## src/rtl/posizione_multipasso.sv

```systemverilog
// Multi-step 2-D position integrator: each request runs 1..16 steps, each step
// fetching a signed velocity pair over the soc/eoc handshake and adding it to (x, y).
module posizione_multipasso #(
    parameter int PW = 8,
    parameter int VW = 4
) (
    input  logic          clock,
    input  logic          reset_,
    input  logic          soc_p,
    output logic          eoc_p,
    input  logic [1:0]    mode,
    input  logic [3:0]    n_steps,
    output logic          soc_vx,
    output logic          soc_vy,
    input  logic          eoc_vx,
    input  logic          eoc_vy,
    input  logic [VW-1:0] vx,
    input  logic [VW-1:0] vy,
    output logic [PW-1:0] x,
    output logic [PW-1:0] y,
    output logic          ovf
);

    localparam logic [PW-1:0] POS_MAX = {1'b0, {(PW-1){1'b1}}};
    localparam logic [PW-1:0] POS_MIN = {1'b1, {(PW-1){1'b0}}};

    typedef enum logic [2:0] {
        S_IDLE,
        S_ACK,
        S_REQ,
        S_WAIT,
        S_UPD
    } state_t;

    state_t                state_q;
    logic [1:0]            mode_q;
    logic [4:0]            cnt_q;
    logic                  soc_q;
    logic                  eoc_p_q;
    logic                  ovf_q;
    logic [1:0][PW-1:0]    pos_q;
    logic [1:0][VW-1:0]    vel_q;
    logic [1:0][PW-1:0]    pos_upd;
    logic [1:0]            ax_ovf;

    // Axis 0 is x, axis 1 is y; both use identical, independent arithmetic.
    for (genvar gi = 0; gi < 2; gi++) begin : g_axis
        logic [PW:0] sum;
        logic        ovf_ax;

        assign sum    = {pos_q[gi][PW-1], pos_q[gi]}
                      + {{(PW+1-VW){vel_q[gi][VW-1]}}, vel_q[gi]};
        assign ovf_ax = sum[PW] ^ sum[PW-1];
        assign ax_ovf[gi] = ovf_ax;

        // Overflow needs a nonzero velocity, so its sign picks the clamp rail.
        assign pos_upd[gi] = !ovf_ax           ? sum[PW-1:0] :
                             (mode_q == 2'b01) ? (vel_q[gi][VW-1] ? POS_MIN : POS_MAX) :
                             (mode_q == 2'b10) ? sum[PW-1:0] :
                                                 pos_q[gi];
    end

    always_ff @(posedge clock or negedge reset_) begin
        if (!reset_) begin
            state_q <= S_IDLE;
            mode_q  <= 2'b00;
            cnt_q   <= 5'd0;
            soc_q   <= 1'b0;
            eoc_p_q <= 1'b1;
            ovf_q   <= 1'b0;
            pos_q   <= '0;
            vel_q   <= '0;
        end else begin
            unique case (state_q)
                S_IDLE: begin
                    if (soc_p) begin
                        eoc_p_q <= 1'b0;
                        ovf_q   <= 1'b0;
                        mode_q  <= mode;
                        cnt_q   <= {(n_steps == 4'd0), n_steps};
                        state_q <= S_ACK;
                    end
                end
                S_ACK: begin
                    if (!soc_p) begin
                        soc_q   <= 1'b1;
                        state_q <= S_REQ;
                    end
                end
                S_REQ: begin
                    if (!eoc_vx && !eoc_vy) begin
                        soc_q   <= 1'b0;
                        state_q <= S_WAIT;
                    end
                end
                S_WAIT: begin
                    if (eoc_vx && eoc_vy) begin
                        vel_q[0] <= vx;
                        vel_q[1] <= vy;
                        state_q  <= S_UPD;
                    end
                end
                S_UPD: begin
                    pos_q <= pos_upd;
                    cnt_q <= cnt_q - 5'd1;
                    if (|ax_ovf) begin
                        ovf_q <= 1'b1;
                    end
                    if (cnt_q == 5'd1) begin
                        eoc_p_q <= 1'b1;
                        state_q <= S_IDLE;
                    end else begin
                        soc_q   <= 1'b1;
                        state_q <= S_REQ;
                    end
                end
                default: begin
                    state_q <= S_IDLE;
                end
            endcase
        end
    end

    assign eoc_p  = eoc_p_q;
    assign soc_vx = soc_q;
    assign soc_vy = soc_q;
    assign ovf    = ovf_q;
    assign x      = pos_q[0];
    assign y      = pos_q[1];

endmodule
```

## config.mk

```make
export PLATFORM = sky130hd
export DESIGN_NAME = posizione_multipasso
export DESIGN_NICKNAME = d
export VERILOG_FILES = /design/src/rtl/posizione_multipasso.sv
export SDC_FILE = /design/constraint.sdc
export NUM_CORES = 1
export LEC_CHECK = 0
export CORE_MARGIN = 1
export CORE_UTILIZATION = 54
export DETAILED_ROUTE_END_ITERATION = 12
export PLACE_DENSITY = 0.86
export SLEW_MARGIN = 20
export SYNTH_ARGS = -nofsm -noshare
export SYNTH_HDL_FRONTEND = slang
export SYNTH_SLANG_ARGS = --single-unit
```

## constraint.sdc

```tcl
create_clock -name clock -period 3.2 [get_ports clock]
set_clock_uncertainty 0.1 [all_clocks]
set_input_delay 0.64 -clock clock [delete_from_list [all_inputs] [get_ports clock]]
set_output_delay 0.64 -clock clock [all_outputs]
set_load 0.01 [all_outputs]
```

==> impl_metrics.env, run 1 <==
export IMPL_result_of_the_run="completed"
export IMPL_ys_types=53
export IMPL_num_nets_final=356
export IMPL_die_y_um=70.0
export IMPL_vdd_ir_drop_worst_mv=0.724
export IMPL_hpwlAfterDp_um=3870
export IMPL_timing_rr_start="y[0]$_DFFE_PN0P_"
export IMPL_final_cell_area_um2=3080
export IMPL_globalRouteTotalUtil_pct=24.3
export IMPL_timing_worst_setup_path_type="reg2reg"
export IMPL_avgViaCountPerCell=5.75
export IMPL_placeableCoreArea_um2=4380
export IMPL_timing_critical_path_slowest_cell_delay_ns=0.39
export IMPL_synthToLayoutAreaGrowth_pct=23.5
export IMPL_antenna_found_initial=0
export IMPL_synth_top_cells_by_area="dfrtp_1, ha_1, nand2_1, nor2_1, a21oi_1"
export IMPL_relSlewSlack_pct=69.0
export IMPL_ys_top_cells_by_count="dfrtp_1, nand2_1, nor2_1"
export IMPL_ys_warnings_count=0
export IMPL_hold_buffers=0
export IMPL_setup_worst_path_end_class="register"
export IMPL_antenna_diode_count=0
export IMPL_first_pass_grt_wire_length_um=9410
export IMPL_routed_wl_met3_um=250
export IMPL_antenna_violating_nets_post_route=0
export IMPL_setup_violations_final=0
export IMPL_met2_length_um=2750
export IMPL_drc=0
export IMPL_crit_required_ns=3.32
export IMPL_design_power_total_mw=3.83
export IMPL_grt_setup_unrepaired="no"
export IMPL_highest_clock_frequency_the_design_can_meet_mhz=363
export IMPL_tightestPinTransition_ns=0.457
export IMPL_final_hold_violation_count=0
export IMPL_final_period_minus_worst_setup_slack_ns=2.75
export IMPL_critPathArrivalTime_ns=2.88
export IMPL_min_delay_path_class="reg2reg"
export IMPL_synth_area_per_cell_um2=9.11
export IMPL_power_per_cell_area_nw_per_um2=1240
export IMPL_via_count=2126
export IMPL_post_cts_resized_instances=0
export IMPL_synth_ff_latch_count=37
export IMPL_final_period_utilization_pct=86.0
export IMPL_via_count_of_the_first_global_routing_pass=2178
export IMPL_synth_largest_area_cell="dfrtp_1"
export IMPL_startpoint_type="register"
export IMPL_netlist_instances=274
export IMPL_critical_path_slowest_cell="mux2i_2"
export IMPL_clk_pin_slew_worst_paths_ns=0.09
export IMPL_setup_worst_path_start="y[0]$_DFFE_PN0P_"
export IMPL_initial_utilization_pct=56.9
export IMPL_ys_dominant_reg_cell="dfrtp_1"
export IMPL_clock_tree_root_driver_cell="clkbuf_8"
export IMPL_violation_count_after_the_first_detailed_routing_iteration=102
export IMPL_drt_pass1_iter_count=4
export IMPL_routed_wl_um=5430
export IMPL_route_detailed_wl_per_inst_um=14.7
export IMPL_synth_top_area_share_pct=36.1
export IMPL_worst_path_buf_inv=1
export IMPL_cts_tree="done"
export IMPL_die_area_um2=4900
export IMPL_worstHoldStart="ovf$_DFFE_PN0P_"
export IMPL_synthArstFlopShare_pct=100
export IMPL_route_top_layer_used="met4"
export IMPL_post_dp_cell_area_um2=2950
export IMPL_top_level_ports=39
export IMPL_portBuffers=38
export IMPL_leakagePower_nw=1.38
export IMPL_path_cells="ha_1 > inv_1 > fa_1 > nand2b_1 > a211oi_2 > o22ai_2 > and2_1 > mux2i_2 > nand3_1 > a2bb2oi_1"
export IMPL_globalRouteOverflowTotal=0
export IMPL_clock_latency_at_the_later_pin_of_the_worst_skew_pair_ns=0.31
export IMPL_fp_row_count=24
export IMPL_final_max_slew_viol_count=0
export IMPL_place_gp_congestion=0.808
export IMPL_synthMostInstantiatedCell="dfrtp_1"
export IMPL_syn_cell_area_um2=2500
export IMPL_clock_sinks=37
export IMPL_critical_path_top_delay_family="adder cells"
export IMPL_wl_met1_um=2380
export IMPL_synth_net_count=313
export IMPL_post_cts_setup_buffers=0
export IMPL_htree_levels=2
export IMPL_timing_max_cap_violations=0
export IMPL_drive_above_1_share_pct=11.3
export IMPL_cts_path_max_buffers=2
export IMPL_numCtsBuffers=5
export IMPL_synth_edff_count=0
export IMPL_die_x_um=70.0
export IMPL_synth_seq_area_share_pct=37.1
export IMPL_cp_max_fo=7
export IMPL_fin_tns_setup_ns=0
export IMPL_grt_start_max_net_pins=38
-- worst min-delay path, stage by stage, from the launching register on --
cell and delay, ns:
dfrtp_1 0.36, nand2_1 0.05, nand2_1 0.05
-- path summary, 6_finish.rpt --
check,endpoint,slack (ns),cells past startpoint
worst min register to register,ovf$_DFFE_PN0P_,0.39,2
max in group asynchronous,eoc_p$_DFFE_PN1P_,1.99,2
worst max register to register,y[2]$_DFFE_PN0P_,0.45,10
worst max-delay path,y[2]$_DFFE_PN0P_,0.45,10
worst min-delay path,ovf$_DFFE_PN0P_,0.39,2
min in group asynchronous,y[1]$_DFFE_PN0P_,0.66,2
-- power breakdown --
part           switching (mW)  internal (mW)
sequential              0.223          0.684
combinational            1.27           1.14
clock                   0.191          0.314
total                    1.69           2.14
-- layout make-up --
class	count	area, µm²
multi-input combinational	217	1490
fill	348	1300
clock buffer	5	68.8
sequential	37	927
inverter	15	56.3
timing repair buffer	41	403
clock inverter	3	68.8
tap	52	65.1
-- metrics by stage --
step	setup WS, ns	hold WS [ns]	utilization [%]	cells
detailed placement	0.506	0.376	67.2	362
global route	0.250	0.435	70.3	370
CTS	0.446	0.397	70.3	370
global placement	0.532	0.378	67.2	362
finish	0.448	0.389	70.3	370
floorplan	0.635	0.244	-	274
-- logic make-up after synthesis --
logic type                 synth area share, %
and+or+nand+nor                           17.4
AOI/OAI and AO/OA                         22.4
DFF                                       37.1
buffers and inverters                     3.26
adders and majority gates                 10.6
muxes                                     5.81
xor gates and xnor gates                  3.41
-- state kept, by name (all words and copies together) (netlist names) --
register  flops
x             8
eoc_p         1
mode_q        2
cnt_q         5
vel_q         8
state_q       3
y             8
ovf           1
soc_vx        1
-- cell usage in the layout, fill, tap and decap left out, types with 2 or more instances in the layout --
cell	instances
clkdlybuf4s50_1	38
dfrtp_1	36
nand2_1	34
nor2_1	30
a21oi_1	20
ha_1	18
inv_1	15
o21ai_0	11
nand2b_1	8
mux2_2	8
o21ai_1	7
a2bb2oi_1	7
nand3_1	5
xnor2_1	5
nor3_1	5
clkbuf_8	5
o211ai_1	4
o21a_1	4
a211oi_1	3
mux2i_1	3
nor2b_1	3
a211oi_2	3
a21oi_2	3
a21o_1	3
buf_4	3
and3_1	2
a211o_1	2
a31oi_1	2
o22ai_1	2
o21bai_1	2
fa_1	2
bufinv_16	2
-- metal layers --
layer  vias to the layer above  track usage [%]
li1                       1058                -
met4                         0             10.2
met1                      1022             28.5
met2                        41             42.1
met5                         -                0
met3                         5             5.92
(Power assumes the default switching activity.)
==> run 2, diff against run 1 <==
clock period = 2.99 ns   (was 3.2 ns; I/O delays follow)
==> impl_metrics.env, run 2 (same netlist as run 1, synthesis figures left out) <==
export IMPL_final_cell_area_um2=3040
export IMPL_globalRouteOverflowTotal=0
export IMPL_via_count_of_the_first_global_routing_pass=2115
export IMPL_critical_path_slowest_cell="mux2i_2"
export IMPL_final_max_slew_viol_count=0
export IMPL_tightestPinTransition_ns=0.501
export IMPL_dpl_cell_count=362
export IMPL_place_gp_congestion=0.869
export IMPL_die_area_um2=4900
export IMPL_violation_count_after_the_first_detailed_routing_iteration=100
export IMPL_crit_path_end="y[2]$_DFFE_PN0P_"
export IMPL_relSlewSlack_pct=65.9
export IMPL_r2r_setup_slack_ns=0.22
export IMPL_leakagePower_nw=1.35
export IMPL_clk_pin_slew_worst_paths_ns=0.08
export IMPL_routed_wl_um=5330
export IMPL_result_of_the_run="completed"
export IMPL_die_x_um=70.0
export IMPL_route_detailed_wl_per_inst_um=14.4
export IMPL_numCtsBuffers=5
export IMPL_cts_tree="done"
export IMPL_min_delay_path_class="reg2reg"
export IMPL_top_level_ports=39
export IMPL_grt_setup_unrepaired="no"
export IMPL_clock_latency_at_the_later_pin_of_the_worst_skew_pair_ns=0.30
export IMPL_worstHoldStart="ovf$_DFFE_PN0P_"
export IMPL_antenna_violating_nets_post_route=0
export IMPL_layout_cells_most_common_list="clkdlybuf4s50_1, dfrtp_1, nand2_1"
export IMPL_clock_sinks=37
export IMPL_grt_start_max_net_pins=38
export IMPL_post_route_setup_slack_ns=0.220
export IMPL_globalRouteTotalUtil_pct=23.6
export IMPL_post_cts_setup_buffers=0
export IMPL_setup_worst_path_end_class="register"
export IMPL_setup_violations_final=0
export IMPL_num_nets_final=356
export IMPL_antenna_diode_count=0
export IMPL_hpwlAfterDp_um=3900
export IMPL_timing_max_cap_violations=0
export IMPL_drive_above_1_share_pct=11.6
export IMPL_post_dp_cell_area_um2=2950
export IMPL_first_pass_grt_wire_length_um=9260
export IMPL_most_common_cell_after_layout_fill_and_taps_aside="clkdlybuf4s50_1"
export IMPL_dp_worst_setup_slack_ns=0.268
export IMPL_worst_r2r_endpoint="y[2]$_DFFE_PN0P_"
export IMPL_clock_tree_root_driver_cell="clkbuf_8"
export IMPL_setup_worst_path_start="y[0]$_DFFE_PN0P_"
export IMPL_timing_worst_setup_path_type="reg2reg"
export IMPL_via_count=2116
export IMPL_fin_cells=370
export IMPL_final_period_utilization_pct=92.6
export IMPL_final_period_minus_worst_setup_slack_ns=2.77
export IMPL_fp_row_count=24
export IMPL_avgViaCountPerCell=5.72
export IMPL_timing_rr_start="y[0]$_DFFE_PN0P_"
export IMPL_design_power_total_mw=3.91
export IMPL_antenna_found_initial=0
export IMPL_highest_clock_frequency_the_design_can_meet_mhz=361
export IMPL_crit_required_ns=3.10
export IMPL_startpoint_type="register"
export IMPL_synthToLayoutAreaGrowth_pct=21.6
export IMPL_critPathArrivalTime_ns=2.88
export IMPL_path_cells="ha_1 > inv_1 > fa_1 > nand2b_1 > a211oi_2 > o22ai_2 > and2_1 > mux2i_2 > nand3_1 > a2bb2oi_1"
export IMPL_cts_path_max_buffers=2
export IMPL_initial_utilization_pct=56.9
export IMPL_fin_tns_setup_ns=0
export IMPL_drc=0
export IMPL_ff2ff_path_depth=10
export IMPL_timing_critical_path_slowest_cell_delay_ns=0.42
export IMPL_drt_pass1_iter_count=4
export IMPL_placeableCoreArea_um2=4380
export IMPL_die_y_um=70.0
export IMPL_vdd_ir_drop_worst_mv=0.799
export IMPL_power_per_cell_area_nw_per_um2=1290
export IMPL_portBuffers=38
export IMPL_final_hold_violation_count=0
export IMPL_htree_levels=2
export IMPL_cp_max_fo=7
[run 2: per-stage QoR]
stage / hold slack, ns / util (%)
2_1_floorplan: 0.202 / -
3_3_place_gp: 0.380 / 67.2
3_5_place_dp: 0.387 / 67.2
4_1_cts: 0.404 / 69.1
5_1_grt: 0.440 / 69.2
6_report: 0.400 / 69.2
[run 2: layout make-up]
cell class                      count  area [µm²]
Clock buffer                        5        68.8
Clock inverter                      3        17.5
Fill cell                         340        1350
Inverter                           15        56.3
Multi-Input combinational cell    217        1500
Sequential cell                    37         927
Tap cell                           52        65.1
Timing Repair Buffer               41         403
[run 2: worst min path at each step]
stage | endpoint | slack [ns] | depth (start not counted)
final | ovf$_DFFE_PN0P_ | 0.40 | 2
after global routing | vel_q[4]$_DFFE_PN0P_ | 0.44 | 1
after CTS | ovf$_DFFE_PN0P_ | 0.40 | 2
after detailed placement | ovf$_DFFE_PN0P_ | 0.39 | 2
after global placement | eoc_p$_DFFE_PN1P_ | 0.38 | 2
after floorplan | cnt_q[0]$_DFFE_PN0P_ | 0.20 | 0
[run 2: metal layers]
layer  part of all wire (%)  vias to the layer above  global-route usage (%)
li1                       -                     1064                       -
met1                     47                      999                    30.4
met2                     48                       45                    39.9
met3                    3.6                        8                    4.91
met4                    1.3                        0                    7.33
met5                      0                        -                       0
[run 2: what timing repair did]
| action | CTS | global route |
|---|---|---|
| endpoints found under the setup margin | 0 | 1 |
| gates resized for setup | 0 | 1 |
| hold buffers | 0 | 0 |
[run 2: report_power, final]
| group | leakage [nW] | switching [mW] | total, mW | internal (mW) |
|---|---|---|---|---|
| Sequential | 0.455 | 0.236 | 0.969 | 0.733 |
| Clock | 0.0439 | 0.193 | 0.354 | 0.161 |
| Combinational | 0.851 | 1.36 | 2.59 | 1.22 |
[run 2: critical path: cells and delay by family, from the launching register on]
kind,cells,cell delay (ns)
and+or+nand+nor,3,0.55
DFF,1,0.39
AOI/OAI and AO/OA,3,0.55
buffers and inverters,1,0.07
muxes,1,0.42
adders and majority gates,2,0.60
